### config.mk
export PLATFORM = sky130hd
export DESIGN_NAME = dmem_sram_master
export DESIGN_NICKNAME = d
export VERILOG_FILES = /design/src/rtl/dmem_pkg.sv /design/src/rtl/dmem_load_align.sv /design/src/rtl/dmem_sram_master.sv
export SDC_FILE = /design/constraint.sdc
export NUM_CORES = 1
export LEC_CHECK = 0
export CAP_MARGIN = 15
export CORE_AREA = 2 2 138 140
export CTS_CLUSTER_DIAMETER = 120
export DETAILED_ROUTE_END_ITERATION = 8
export DIE_AREA = 0 0 140 142
export DONT_BUFFER_PORTS = 1
export GPL_ROUTABILITY_DRIVEN = 0
export PLACE_DENSITY_LB_ADDON = 0.05
export SLEW_MARGIN = 20
export SYNTH_ARGS = -nofsm -noshare
export SYNTH_HDL_FRONTEND = slang
export SYNTH_SLANG_ARGS = --single-unit
export TNS_END_PERCENT = 10
### constraint.sdc
create_clock -name clk -period 2.5 [get_ports clk]
set_input_delay 0.25 -clock clk [delete_from_list [all_inputs] [get_ports clk]]
set_output_delay 0.25 -clock clk [all_outputs]
set_load 0.01 [all_outputs]
### src/rtl/dmem_pkg.sv
// rtl/dmem_pkg.sv - shared encodings and helpers for the data SRAM master
package dmem_pkg;
    localparam int XLEN = 64;

    localparam logic [1:0] SIZE_B = 2'd0;
    localparam logic [1:0] SIZE_H = 2'd1;
    localparam logic [1:0] SIZE_W = 2'd2;
    localparam logic [1:0] SIZE_D = 2'd3;

    typedef enum logic [1:0] {
        ST_IDLE,
        ST_LOAD,
        ST_RESP
    } state_t;

    function automatic logic [7:0] byte_mask(input logic [1:0] size, input logic [2:0] offset);
        logic [7:0] base;
        case (size)
            SIZE_B:  base = 8'h01;
            SIZE_H:  base = 8'h03;
            SIZE_W:  base = 8'h0F;
            default: base = 8'hFF;
        endcase
        return base << offset;
    endfunction

    function automatic logic misaligned(input logic [1:0] size, input logic [2:0] offset);
        case (size)
            SIZE_B:  return 1'b0;
            SIZE_H:  return offset[0];
            SIZE_W:  return |offset[1:0];
            default: return |offset;
        endcase
    endfunction
endpackage

### src/rtl/dmem_load_align.sv
// rtl/dmem_load_align.sv - shifts a 64-bit SRAM word to the access offset and extends it
module dmem_load_align
    import dmem_pkg::*;
(
    input  logic [XLEN-1:0] rdata,
    input  logic [2:0]      offset,
    input  logic [1:0]      size,
    input  logic            is_unsigned,
    output logic [XLEN-1:0] result
);
    logic [XLEN-1:0] shifted;

    always_comb begin
        shifted = rdata >> {offset, 3'b000};
        case (size)
            SIZE_B:  result = {{56{shifted[7]  & ~is_unsigned}}, shifted[7:0]};
            SIZE_H:  result = {{48{shifted[15] & ~is_unsigned}}, shifted[15:0]};
            SIZE_W:  result = {{32{shifted[31] & ~is_unsigned}}, shifted[31:0]};
            default: result = shifted;
        endcase
    end
endmodule

### src/rtl/dmem_sram_master.sv
// rtl/dmem_sram_master.sv - load/store request channel to 64-bit byte-enable sync SRAM
module dmem_sram_master
    import dmem_pkg::*;
#(
    parameter int ADDR_W = 14
) (
    input  logic              clk,
    input  logic              resetn,
    input  logic              req_valid,
    output logic              req_ready,
    input  logic              req_we,
    input  logic [1:0]        req_size,
    input  logic              req_unsigned,
    input  logic [XLEN-1:0]   req_addr,
    input  logic [XLEN-1:0]   req_wdata,
    output logic              rsp_valid,
    input  logic              rsp_ready,
    output logic [XLEN-1:0]   rsp_rdata,
    output logic              rsp_err,
    output logic              sram_en,
    output logic [7:0]        sram_we,
    output logic [ADDR_W-1:0] sram_addr,
    output logic [XLEN-1:0]   sram_wdata,
    input  logic [XLEN-1:0]   sram_rdata
);
    state_t          state;
    logic [2:0]      ld_offset;
    logic [1:0]      ld_size;
    logic            ld_unsigned;
    logic [XLEN-1:0] ld_result;
    logic            fire;
    logic            mis;
    logic            access;
    logic            unused_addr;

    // Gating with resetn keeps the SRAM strobes low for the whole reset window.
    assign req_ready = resetn & ((state == ST_IDLE) | ((state == ST_RESP) & rsp_ready));
    assign fire      = req_valid & req_ready;
    assign mis       = misaligned(req_size, req_addr[2:0]);
    assign access    = fire & ~mis;

    assign sram_en     = access;
    assign sram_we     = (access & req_we) ? byte_mask(req_size, req_addr[2:0]) : 8'h00;
    assign sram_addr   = req_addr[ADDR_W+2:3];
    assign unused_addr = ^req_addr[XLEN-1:ADDR_W+3];

    always_comb begin
        case (req_size)
            SIZE_B:  sram_wdata = {8{req_wdata[7:0]}};
            SIZE_H:  sram_wdata = {4{req_wdata[15:0]}};
            SIZE_W:  sram_wdata = {2{req_wdata[31:0]}};
            default: sram_wdata = req_wdata;
        endcase
    end

    dmem_load_align u_align (
        .rdata       (sram_rdata),
        .offset      (ld_offset),
        .size        (ld_size),
        .is_unsigned (ld_unsigned),
        .result      (ld_result)
    );

    always_ff @(posedge clk or negedge resetn) begin
        if (!resetn) begin
            state       <= ST_IDLE;
            rsp_valid   <= 1'b0;
            rsp_rdata   <= '0;
            rsp_err     <= 1'b0;
            ld_offset   <= '0;
            ld_size     <= '0;
            ld_unsigned <= 1'b0;
        end else if (state == ST_LOAD) begin
            rsp_rdata <= ld_result;
            rsp_err   <= 1'b0;
            rsp_valid <= 1'b1;
            state     <= ST_RESP;
        end else if (fire) begin
            rsp_rdata   <= '0;
            rsp_err     <= mis;
            ld_offset   <= req_addr[2:0];
            ld_size     <= req_size;
            ld_unsigned <= req_unsigned;
            if (!mis && !req_we) begin
                rsp_valid <= 1'b0;
                state     <= ST_LOAD;
            end else begin
                rsp_valid <= 1'b1;
                state     <= ST_RESP;
            end
        end else if (state == ST_RESP && rsp_ready) begin
            rsp_valid <= 1'b0;
            state     <= ST_IDLE;
        end
    end
endmodule

==> impl_metrics.tcl, run 1 <==
set metrics [dict create \
    die_y_um 142 \
    row_count 50 \
    hold_start "req_unsigned" \
    synth_top_area_cell "dfrtp_1" \
    reg2reg_from "ld_offset[0]$_DFFE_PN0P_" \
    clkSinkCount 73 \
    grt-ovfl-total 0 \
    synth_area_um2 5980 \
    drt-met1-wl_mm 9.85 \
    endpoint_kind "flip-flop" \
    cts_buffers 9 \
    start_kind "flip-flop" \
    dp_hpwl_mm 17.8 \
    grt_pass1_vias 5241 \
    leakage_nw 2.64 \
    hold_path_class "in -> reg" \
    synth_area_leaders "dfrtp_1 (31%), mux2_2 (8.7%), mux2i_1 (8.5%)" \
    tritoncts "built" \
    viasPerCell 5.98 \
    highest_layer "met4" \
    cp_top_family "multiplexers" \
    wl_met3_mm 2.03 \
    yosys_warnings 0 \
    area_growth_pct 9.69 \
    period_minus_slack_ns 2.33 \
    firstDrtPassIters 6 \
    ys.flop_type "dfrtp_1" \
    clock_latency_ns 0.35 \
    root_buffer "clkbuf_16" \
    drv_slew 0 \
    ff2ff_path_depth 6 \
    drtAntennaViolNets 0 \
    final-hold-violation-count 0 \
    die_w_um 140 \
    num_vias 5252 \
    drc_errors 7 \
    grt_use_total_pct 23.1 \
    drive_gt1_share_pct 21.7 \
    drt_iter0_markers 393 \
    cts_buffer_depth 2 \
    synth_nets 871 \
    post_cts_buffers 0 \
    ys_seq_elements 73 \
    power_density_nw_per_um2 816 \
    clk_pin_slew_ns 0.06 \
    synth_most_common_cell "o21ai_0" \
    path_class "reg -> reg" \
    ys_top_cells_by_count "o21ai_0 (77), dfrtp_1 (73), nand2_1 (70)" \
    dr_wl_met2_mm 11.2 \
    path_buf_inv 1 \
    io_pins 354 \
    diodes 0 \
    cp_slowest_stage_delay_ns 0.54 \
    synth_top_area_share_pct 30.6 \
    grt_max_degree 74 \
    grt_antenna_before_repair 1 \
    finish.net_count 839 \
    dieArea_um2 19900 \
    wl_per_cell_um 26.8 \
    start_util_pct 32.4 \
    status "finished, violations left" \
    hold_path_depth 1 \
    rrSetupSlack_ns 0.17 \
    critPathArrivalTime_ns 2.59 \
    post-place-ws_ns -0.173 \
    syn_avg_cell_area_um2 8.91 \
    violations "design-rule violations" \
    slew_headroom_pct 36.9 \
    synth.distinct_cells 48 \
    seq_area_frac_synth_pct 30.6 \
    max_freq_ghz 0.429 \
    period_share_pct 93.3 \
    fin_setup_tns_ns 0 \
    grt_setup_unrepaired "false" \
    ys_async_sr_fraction_pct 100 \
    grt_pass1_wl_mm 34.3 \
    slowest_stage "mux4_2" \
    core_area_um2 18500 \
    synth-edff-count 0 \
    maxCapViolations 0 \
    wirelength_mm 23.5 \
    htree_levels 3 \
    finClkSkew_ns 0.0140 \
    crit_chain "mux2i_1 -> mux4_2 -> nor3_4 -> buf_4 -> nand2b_1 -> a2bb2oi_1" \
    layout_setup_ws_ns 0.168 \
    tightest_slew_ns 0.943 \
    peakVddDrop_mv 0.464 \
    setup_viol 0 \
    r2r_end "rsp_rdata[9]$_DFFE_PN0P_" \
    critPathMaxFanout 9 \
    port_buffers 0 \
    min_to "ld_unsigned$_DFFE_PN0P_" \
    required_ns 2.76 \
    netlist_instances 671 \
]
-- layout make-up --
type                       count  area (um^2)
fill                        1906        11900
multi-input combinational    502         3720
timing repair buffer          39          330
clock inverter                 7         98.8
tap                          234          293
clock buffer                   9          225
sequential                    73         1830
inverter                      14         52.6
-- cell families (layout without fill, tap and decap cells) --
kind of cell | count (synthesis) | count (layout) | synth area share [%]
AO/OA/AOI/OAI | 228 | 229 | 24.6
buffers and inverters | 97 | 69 | 8.29
AND/OR/NAND/NOR | 154 | 154 | 11.1
multiplexers | 119 | 119 | 25.5
flip-flops | 73 | 73 | 30.6
-- cells in the final DEF, fill, tap and decap left out, drive strengths merged, types with 2 or more instances in the layout --
cell	instances
nand2	70
o22ai	9
bufinv	2
o22a	2
nor3	6
a2111oi	2
o21ai	78
a21oi	59
a31oi	2
a22oi	16
a2bb2oi	14
mux2	46
a311oi	2
nand2b	5
dfrtp	73
o2bb2ai	6
o32a	2
a211oi	22
nand3	2
inv	16
clkbuf	9
nor2	52
clkinv	2
o31ai	9
and2	2
nor2b	11
dlygate4sd3	2
buf	37
mux4	22
nor4	2
mux2i	51
-- worst max path at each step --
stage / cells past startpoint / slack [ns] / endpoint / start
after floorplan: 5 / 0.30 / sram_we[5] / rsp_valid$_DFFE_PN0P_
after global placement: 6 / -0.1 / rsp_rdata[48]$_DFFE_PN0P_ / ld_offset[0]$_DFFE_PN0P_
after detailed placement: 7 / -0.17 / rsp_rdata[49]$_DFFE_PN0P_ / ld_offset[0]$_DFFE_PN0P_
after CTS: 6 / 0.06 / rsp_rdata[30]$_DFFE_PN0P_ / ld_offset[0]$_DFFE_PN0P_
after global routing: 6 / 0.01 / rsp_rdata[9]$_DFFE_PN0P_ / ld_offset[0]$_DFFE_PN0P_
final: 6 / 0.17 / rsp_rdata[9]$_DFFE_PN0P_ / ld_offset[0]$_DFFE_PN0P_
-- per-layer routing --
metal  track usage (%)  up-vias
met5                 0        -
met4              5.42        0
met3              7.44       25
met2              37.6      241
met1              30.1     2601
li1                  -     2385
-- sequential cells by signal (all words and copies together), names as in the netlist --
name / count
ld_size: 2
rsp_err: 1
state: 1
ld_offset: 3
ld_unsigned: 1
rsp_valid: 1
rsp_rdata: 64
-- timing repair --
action / in CTS / in global routing
pin swaps: 1 / 0
hold buffers: 3 / 0
endpoints found under the setup margin: 14 / 20
resized for setup: 2 / 4
hold endpoints to repair: 74 / 0
gates cloned: 1 / 0
-- per-stage QoR --
step | hold WS, ns | total power [W] | std cells | utilization [%] | area [um^2]
3_5_place_dp | -0.0431 | 0.00382 | 858 | 33.2 | 6130
6_report | 0.0594 | 0.00535 | 878 | 35.5 | 6560
2_1_floorplan | -0.0456 | 0.00329 | 671 | - | 5980
3_3_place_gp | -0.0430 | 0.00381 | 858 | 33.2 | 6130
4_1_cts | 0.0494 | 0.00537 | 878 | 35.4 | 6530
5_1_grt | 0.0508 | 0.00567 | 878 | 35.5 | 6560
-- power breakdown --
part	switching [W]	internal, W	leakage (nW)
clock	0.000550	0.000883	0.157
combinational	0.00130	0.000912	1.50
sequential	0.000315	0.00140	0.981
total	0.00216	0.00319	2.64
Power figures use the tool's default switching activity.
==> inputs of run 2 (changes only) <==
--- a/config.mk
+++ b/config.mk
@@ -5,11 +5,12 @@
 export SDC_FILE = /design/constraint.sdc
 export NUM_CORES = 1
 export LEC_CHECK = 0
+export ABC_AREA = 1
 export CAP_MARGIN = 15
-export CORE_AREA = 2 2 138 140
+export CORE_AREA = 2 2 139 141
 export CTS_CLUSTER_DIAMETER = 120
 export DETAILED_ROUTE_END_ITERATION = 8
-export DIE_AREA = 0 0 140 142
+export DIE_AREA = 0 0 141 143
 export DONT_BUFFER_PORTS = 1
 export GPL_ROUTABILITY_DRIVEN = 0
 export PLACE_DENSITY_LB_ADDON = 0.05
==> run 2 against run 1 <==
Against the previous run: the run now ends clean; largest cell class unchanged; synthesized cell count up 51%; die area up 1.4%; fmax down 0.80%; combinational power up 110%.
==> impl_metrics.tcl, run 2 <==
set metrics [dict create \
    status "completed" \
    clkSinkCount 73 \
    critPathMaxFanout 5 \
    synth_area_um2 6050 \
    drtAntennaViolNets 0 \
    num_vias 6479 \
    period_share_pct 94.0 \
    ys_async_sr_fraction_pct 100 \
    grt_setup_unrepaired "true" \
    regArea_um2 1830 \
    start_util_pct 32.6 \
    htree_levels 3 \
    clk_pin_slew_ns 0.06 \
    drc_errors 0 \
    netlist_instances 1012 \
    port_buffers 0 \
    finClkSkew_ns 0.00983 \
    leakage_nw 3.53 \
    synth_top_area_cell "dfrtp_1" \
    synth_most_common_cell "nand2_1" \
    core_area_um2 18600 \
    critPathArrivalTime_ns 2.10 \
    layout_common_cells "nand2_1 (429), o21ai_0 (101), dfrtp_1 (72), inv_1 (67), nand3_1 (63)" \
    die_w_um 141 \
    tritoncts "built" \
    viasPerCell 5.32 \
    endpoint_kind "output pin" \
    area_growth_pct 9.03 \
    ys_seq_elements 73 \
    synth.distinct_cells 30 \
    power_density_nw_per_um2 1260 \
    firstDrtPassIters 5 \
    wl_per_cell_um 21.9 \
    ys.flop_type "dfrtp_1" \
    setup_viol 0 \
    start_kind "flip-flop" \
    syn_avg_cell_area_um2 5.98 \
    required_ns 2.25 \
    peakVddDrop_mv 0.544 \
    fin_setup_tns_ns 0 \
    diodes 0 \
    maxCapViolations 0 \
    root_buffer "clkbuf_16" \
    period_minus_slack_ns 2.35 \
    synth_top_area_share_pct 30.2 \
    slew_headroom_pct 44.2 \
    row_count 50 \
    fillers 2131 \
    synth-edff-count 0 \
    die_y_um 143 \
    finalPower_w 0.00829 \
    path_class "reg -> out" \
    final_area_um2 6600 \
    multiInputGateArea_um2 3460 \
    final-hold-violation-count 0 \
    synth_area_leaders "dfrtp_1 (30%), nand2_1 (27%), o21ai_0 (8.3%)" \
    post_cts_buffers 0 \
    max_flop_register "rsp_rdata" \
    ys_top_cells_by_count "nand2_1 (429), o21ai_0 (101), dfrtp_1 (73)" \
    grt_pass1_vias 6234 \
    reg_top3 "rsp_rdata x64, ld_offset x3, ld_size x2" \
    tightest_slew_ns 0.828 \
    hold_path_class "in -> reg" \
    dieArea_um2 20200 \
    grt_max_degree 74 \
    drive_gt1_share_pct 8.04 \
    grt-ovfl-total 0 \
    finish.net_count 1179 \
    seq_area_frac_synth_pct 30.2 \
    final_common_cell "nand2_1" \
    cts_buffer_depth 2 \
    drv_slew 0 \
    largest_reg_flops 64 \
    dp_hpwl_mm 20.7 \
    clock_latency_ns 0.36 \
    synth_nets 1212 \
    cts_buffers 9 \
    grt_antenna_before_repair 1 \
    wirelength_mm 26.6 \
    grt_use_total_pct 26.2 \
    io_pins 354 \
    grt_pass1_wl_mm 39.2 \
    drt_iter0_markers 507 \
    max_freq_ghz 0.425 \
    yosys_warnings 0 \
    dpl_cell_area_um2 6240 \
]
-- run 2: cell types whose count changed in the layout (fill, tap and decap cells not counted), moves of 11 or more --
cell | previous run | this run
a211oi_1 | 22 | 2
mux4_2 | 22 | 0
nand2_1 | 70 | 429
nand3_1 | 2 | 63
a21oi_1 | 59 | 44
o211ai_1 | 0 | 24
mux2_2 | 46 | 0
a22oi_1 | 16 | 0
nor2b_1 | 11 | 0
inv_1 | 13 | 67
mux2i_1 | 51 | 0
o21ai_0 | 76 | 101
a2bb2oi_1 | 14 | 0
-- run 2: per-layer routing --
layer	routed length [um]	up-vias	part of all wire [%]	GRT usage (%)
met5	0	-	0	0
met4	582	0	2.2	8.16
li1	-	3160	-	-
met1	11000	3026	41	31.6
met2	12800	260	48	45.2
met3	2270	33	8.5	7.91
-- run 2: worst max-delay path: stages, from the launching register on --
cell	delay [ns]
dfrtp_1	0.43
inv_1	0.07
o21ai_0	0.09
nor2_1	0.13
nand2_1	0.08
inv_1	0.11
nand2_1	0.07
inv_2	0.11
nand3_1	0.19
nor2_2	0.28
buf_4	0.18
-- run 2: logic make-up after synthesis --
| logic type | after synthesis | share of synthesized area, % |
|---|---|---|
| and+or+nand+nor | 572 | 37.9 |
| AOI/OAI and AO/OA | 202 | 19.1 |
| buffers and inverters | 165 | 12.9 |
| DFF | 73 | 30.2 |
-- run 2: final cells by class --
cell class	instances	share of cell area [%]
Timing Repair Buffer	44	6.29
Clock inverter	4	1.18
Sequential cell	73	27.7
Tap cell	234	4.44
Multi-Input combinational cell	774	52.4
Clock buffer	11	3.68
Inverter	77	4.38
-- run 2: per-stage QoR --
| step | std cells | hold WS, ns | util (%) | setup WS, ns |
|---|---|---|---|---|
| 4_1_cts | 1217 | 0.00860 | 35.5 | 0.0428 |
| 5_1_grt | 1217 | 0.0269 | 35.5 | -0.0549 |
| 2_1_floorplan | 1012 | -0.0456 | - | 0.640 |
| 3_3_place_gp | 1200 | -0.0432 | 33.6 | 0.427 |
| 6_report | 1217 | 0.0143 | 35.5 | 0.149 |
| 3_5_place_dp | 1200 | -0.0431 | 33.6 | 0.433 |
-- run 2: final timing paths --
path | start | to | slack [ns] | cells after the start
setup / recovery | rsp_valid$_DFFE_PN0P_ | sram_we[3] | 0.15 | 10
hold / removal | req_unsigned | ld_unsigned$_DFFE_PN0P_ | 0.01 | 2
setup reg to reg | ld_offset[1]$_DFFE_PN0P_ | rsp_rdata[38]$_DFFE_PN0P_ | 0.45 | 8
hold reg to reg | rsp_rdata[61]$_DFFE_PN0P_ | rsp_rdata[61]$_DFFE_PN0P_ | 0.54 | 2
max in group asynchronous | resetn | ld_offset[0]$_DFFE_PN0P_ | 1.68 | 2
min in group asynchronous | resetn | rsp_rdata[2]$_DFFE_PN0P_ | 0.43 | 2
-- run 2: where the power goes --
part           total (W)  internal [W]  leakage [nW]  switching [W]
Sequential       0.00212       0.00160         0.976       0.000515
Combinational    0.00470       0.00144          2.40        0.00326
Clock            0.00147      0.000900         0.156       0.000569
-- run 2: repair_timing --
action | CTS | global route
hold endpoints to repair | 73 | 0
gates resized for setup | 0 | 4
endpoints found under the setup margin | 0 | 7
hold buffers | 2 | 0
==> inputs of run 3 (changes only) <==
--- a/config.mk
+++ b/config.mk
@@ -7,10 +7,10 @@
 export LEC_CHECK = 0
 export ABC_AREA = 1
 export CAP_MARGIN = 15
-export CORE_AREA = 2 2 139 141
+export CORE_AREA = 2 2 138 140
 export CTS_CLUSTER_DIAMETER = 120
 export DETAILED_ROUTE_END_ITERATION = 8
-export DIE_AREA = 0 0 141 143
+export DIE_AREA = 0 0 140 142
 export DONT_BUFFER_PORTS = 1
 export GPL_ROUTABILITY_DRIVEN = 0
 export PLACE_DENSITY_LB_ADDON = 0.05
==> run 3 against run 2 <==
Against the previous run: global-route usage hardly changed; first-iteration DRC count is 3.9% lower; wire length is 1.1% lower; via count is 1.1% lower; cell count hardly changed; non-clock buffer count is 2 lower; the run now ends with design-rule violations left; fmax is 0.37% lower.
==> impl_metrics.tcl, run 3 (synthesis gave the netlist of run 2 again) <==
set metrics [dict create \
    cts_buffer_depth 2 \
    dp_hpwl_mm 20.5 \
    cts_buffers 9 \
    die_w_um 140 \
    start_kind "flip-flop" \
    start_util_pct 32.8 \
    setup_viol 0 \
    reg_top3 "rsp_rdata x64, ld_offset x3, ld_size x2" \
    tightest_slew_ns 0.675 \
    firstDrtPassIters 8 \
    max_freq_ghz 0.424 \
    maxCapViolations 0 \
    endpoint_kind "output pin" \
    slew_headroom_pct 54.8 \
    die_y_um 142 \
    grt_use_total_pct 26.2 \
    status "finished, violations left" \
    slowest_stage "dfrtp_1" \
    root_buffer "clkbuf_16" \
    grt_antenna_before_repair 2 \
    place_inst 1198 \
    drtAntennaViolNets 0 \
    cp_top_family "simple AND/OR/NAND/NOR gates" \
    grt_pass1_vias 6108 \
    critPathMaxFanout 5 \
    hold_path_class "in -> reg" \
    grt-ovfl-total 0 \
    clkSinkCount 73 \
    wl_per_cell_um 21.7 \
    postLayoutCoreUtil_pct 35.7 \
    io_pins 354 \
    viasPerCell 5.27 \
    grt_setup_unrepaired "true" \
    power_density_nw_per_um2 1240 \
    critPathArrivalTime_ns 2.11 \
    layout_common_cells "nand2_1 (428), o21ai_0 (101), dfrtp_1 (72), inv_1 (67), nand3_1 (62)" \
    htree_levels 3 \
    final_common_cell "nand2_1" \
    port_buffers 0 \
    area_growth_pct 8.76 \
    cp_slowest_stage_delay_ns 0.43 \
    peakVddDrop_mv 0.525 \
    violations "design-rule violations" \
    max_flop_register "rsp_rdata" \
    clock_latency_ns 0.36 \
    finish.net_count 1177 \
    required_ns 2.25 \
    fillers 2143 \
    path_buf_inv 5 \
    grt_max_degree 74 \
    wirelength_mm 26.3 \
    num_vias 6408 \
    drv_slew 0 \
    drive_gt1_share_pct 8.66 \
    dieArea_um2 19900 \
    crit_chain "inv_1 -> o21ai_0 -> nor2_1 -> nand2_1 -> inv_1 -> nand2_1 -> inv_2 -> nand3_2 -> nor3_1 -> buf_4 -> buf_4" \
    finalPower_w 0.00817 \
    drt_iter0_markers 487 \
    regArea_um2 1830 \
    diodes 0 \
    path_class "reg -> out" \
    clk_pin_slew_ns 0.07 \
    fin_cells 1216 \
    grt_pass1_wl_mm 38.8 \
    tritoncts "built" \
    multiInputGateArea_um2 3480 \
    finClkSkew_ns 0.0109 \
    final-hold-violation-count 0 \
    post_cts_buffers 0 \
    leakage_nw 3.52 \
    largest_reg_flops 64 \
    row_count 50 \
    core_area_um2 18500 \
    period_minus_slack_ns 2.36 \
    drc_errors 14 \
    period_share_pct 94.4 \
]
## run 3: area by class of cell
class / count / share of cell area, %
flip-flops and latches: 73 / 27.8
repair buffers: 42 / 5.89
well taps: 234 / 4.45
clock inverters: 6 / 0.988
multi-input cells: 774 / 52.9
clock buffers: 10 / 3.63
inverters: 77 / 4.39
## run 3: power by group
group	internal, W	switching, W	total [W]	leakage, nW
combinational	0.00142	0.00323	0.00465	2.39
clock	0.000803	0.000581	0.00138	0.149
sequential	0.00160	0.000533	0.00213	0.976
## run 3: per-stage QoR
stage	instance area (um^2)	hold slack, ns	worst slack [ns]	setup TNS, ns
after floorplan	6050	-0.0456	0.640	0
after global placement	6210	-0.0433	0.393	0
after detailed placement	6210	-0.0435	0.384	0
after CTS	6560	0.00844	0.00719	0
after global routing	6590	0.0251	-0.0413	-0.0413
final	6590	0.0118	0.140	0
## run 3: per-layer routing
layer / track usage [%] / wire length [um] / vias up / share of wire [%]
li1: - / - / 3142 / -
met1: 32.4 / 11200 / 2994 / 43
met2: 44.3 / 12400 / 245 / 47
met3: 8.98 / 2300 / 25 / 8.7
met4: 5.95 / 387 / 2 / 1.5
met5: 0 / 13 / - / 0.049
## run 3: worst reg2reg max path, delay by kind of cell, from the launching register on
kind                   cells  cell delay (ns)
and+or+nand+nor            3             0.23
DFF                        1             0.43
buffers and inverters      1             0.39
AOI/OAI and AO/OA          3             0.93
## run 3: what timing repair did
| action | CTS | global route |
|---|---|---|
| endpoints found under the hold margin | 73 | 0 |
| hold buffers | 2 | 0 |
| gates resized for setup | 1 | 9 |
| endpoints found under the setup margin | 1 | 8 |
## run 3: path summary, 6_finish.rpt
kind	endpoint	start	slack, ns	cells after the start
min in group asynchronous	rsp_rdata[20]$_DFFE_PN0P_	resetn	0.43	2
worst max register to register	rsp_rdata[41]$_DFFE_PN0P_	ld_offset[0]$_DFFE_PN0P_	0.41	7
worst max-delay path	sram_we[0]	rsp_valid$_DFFE_PN0P_	0.14	11
max in group asynchronous	ld_offset[0]$_DFFE_PN0P_	resetn	1.67	2
worst min register to register	rsp_rdata[57]$_DFFE_PN0P_	rsp_rdata[57]$_DFFE_PN0P_	0.54	2
worst min-delay path	ld_unsigned$_DFFE_PN0P_	req_unsigned	0.01	2
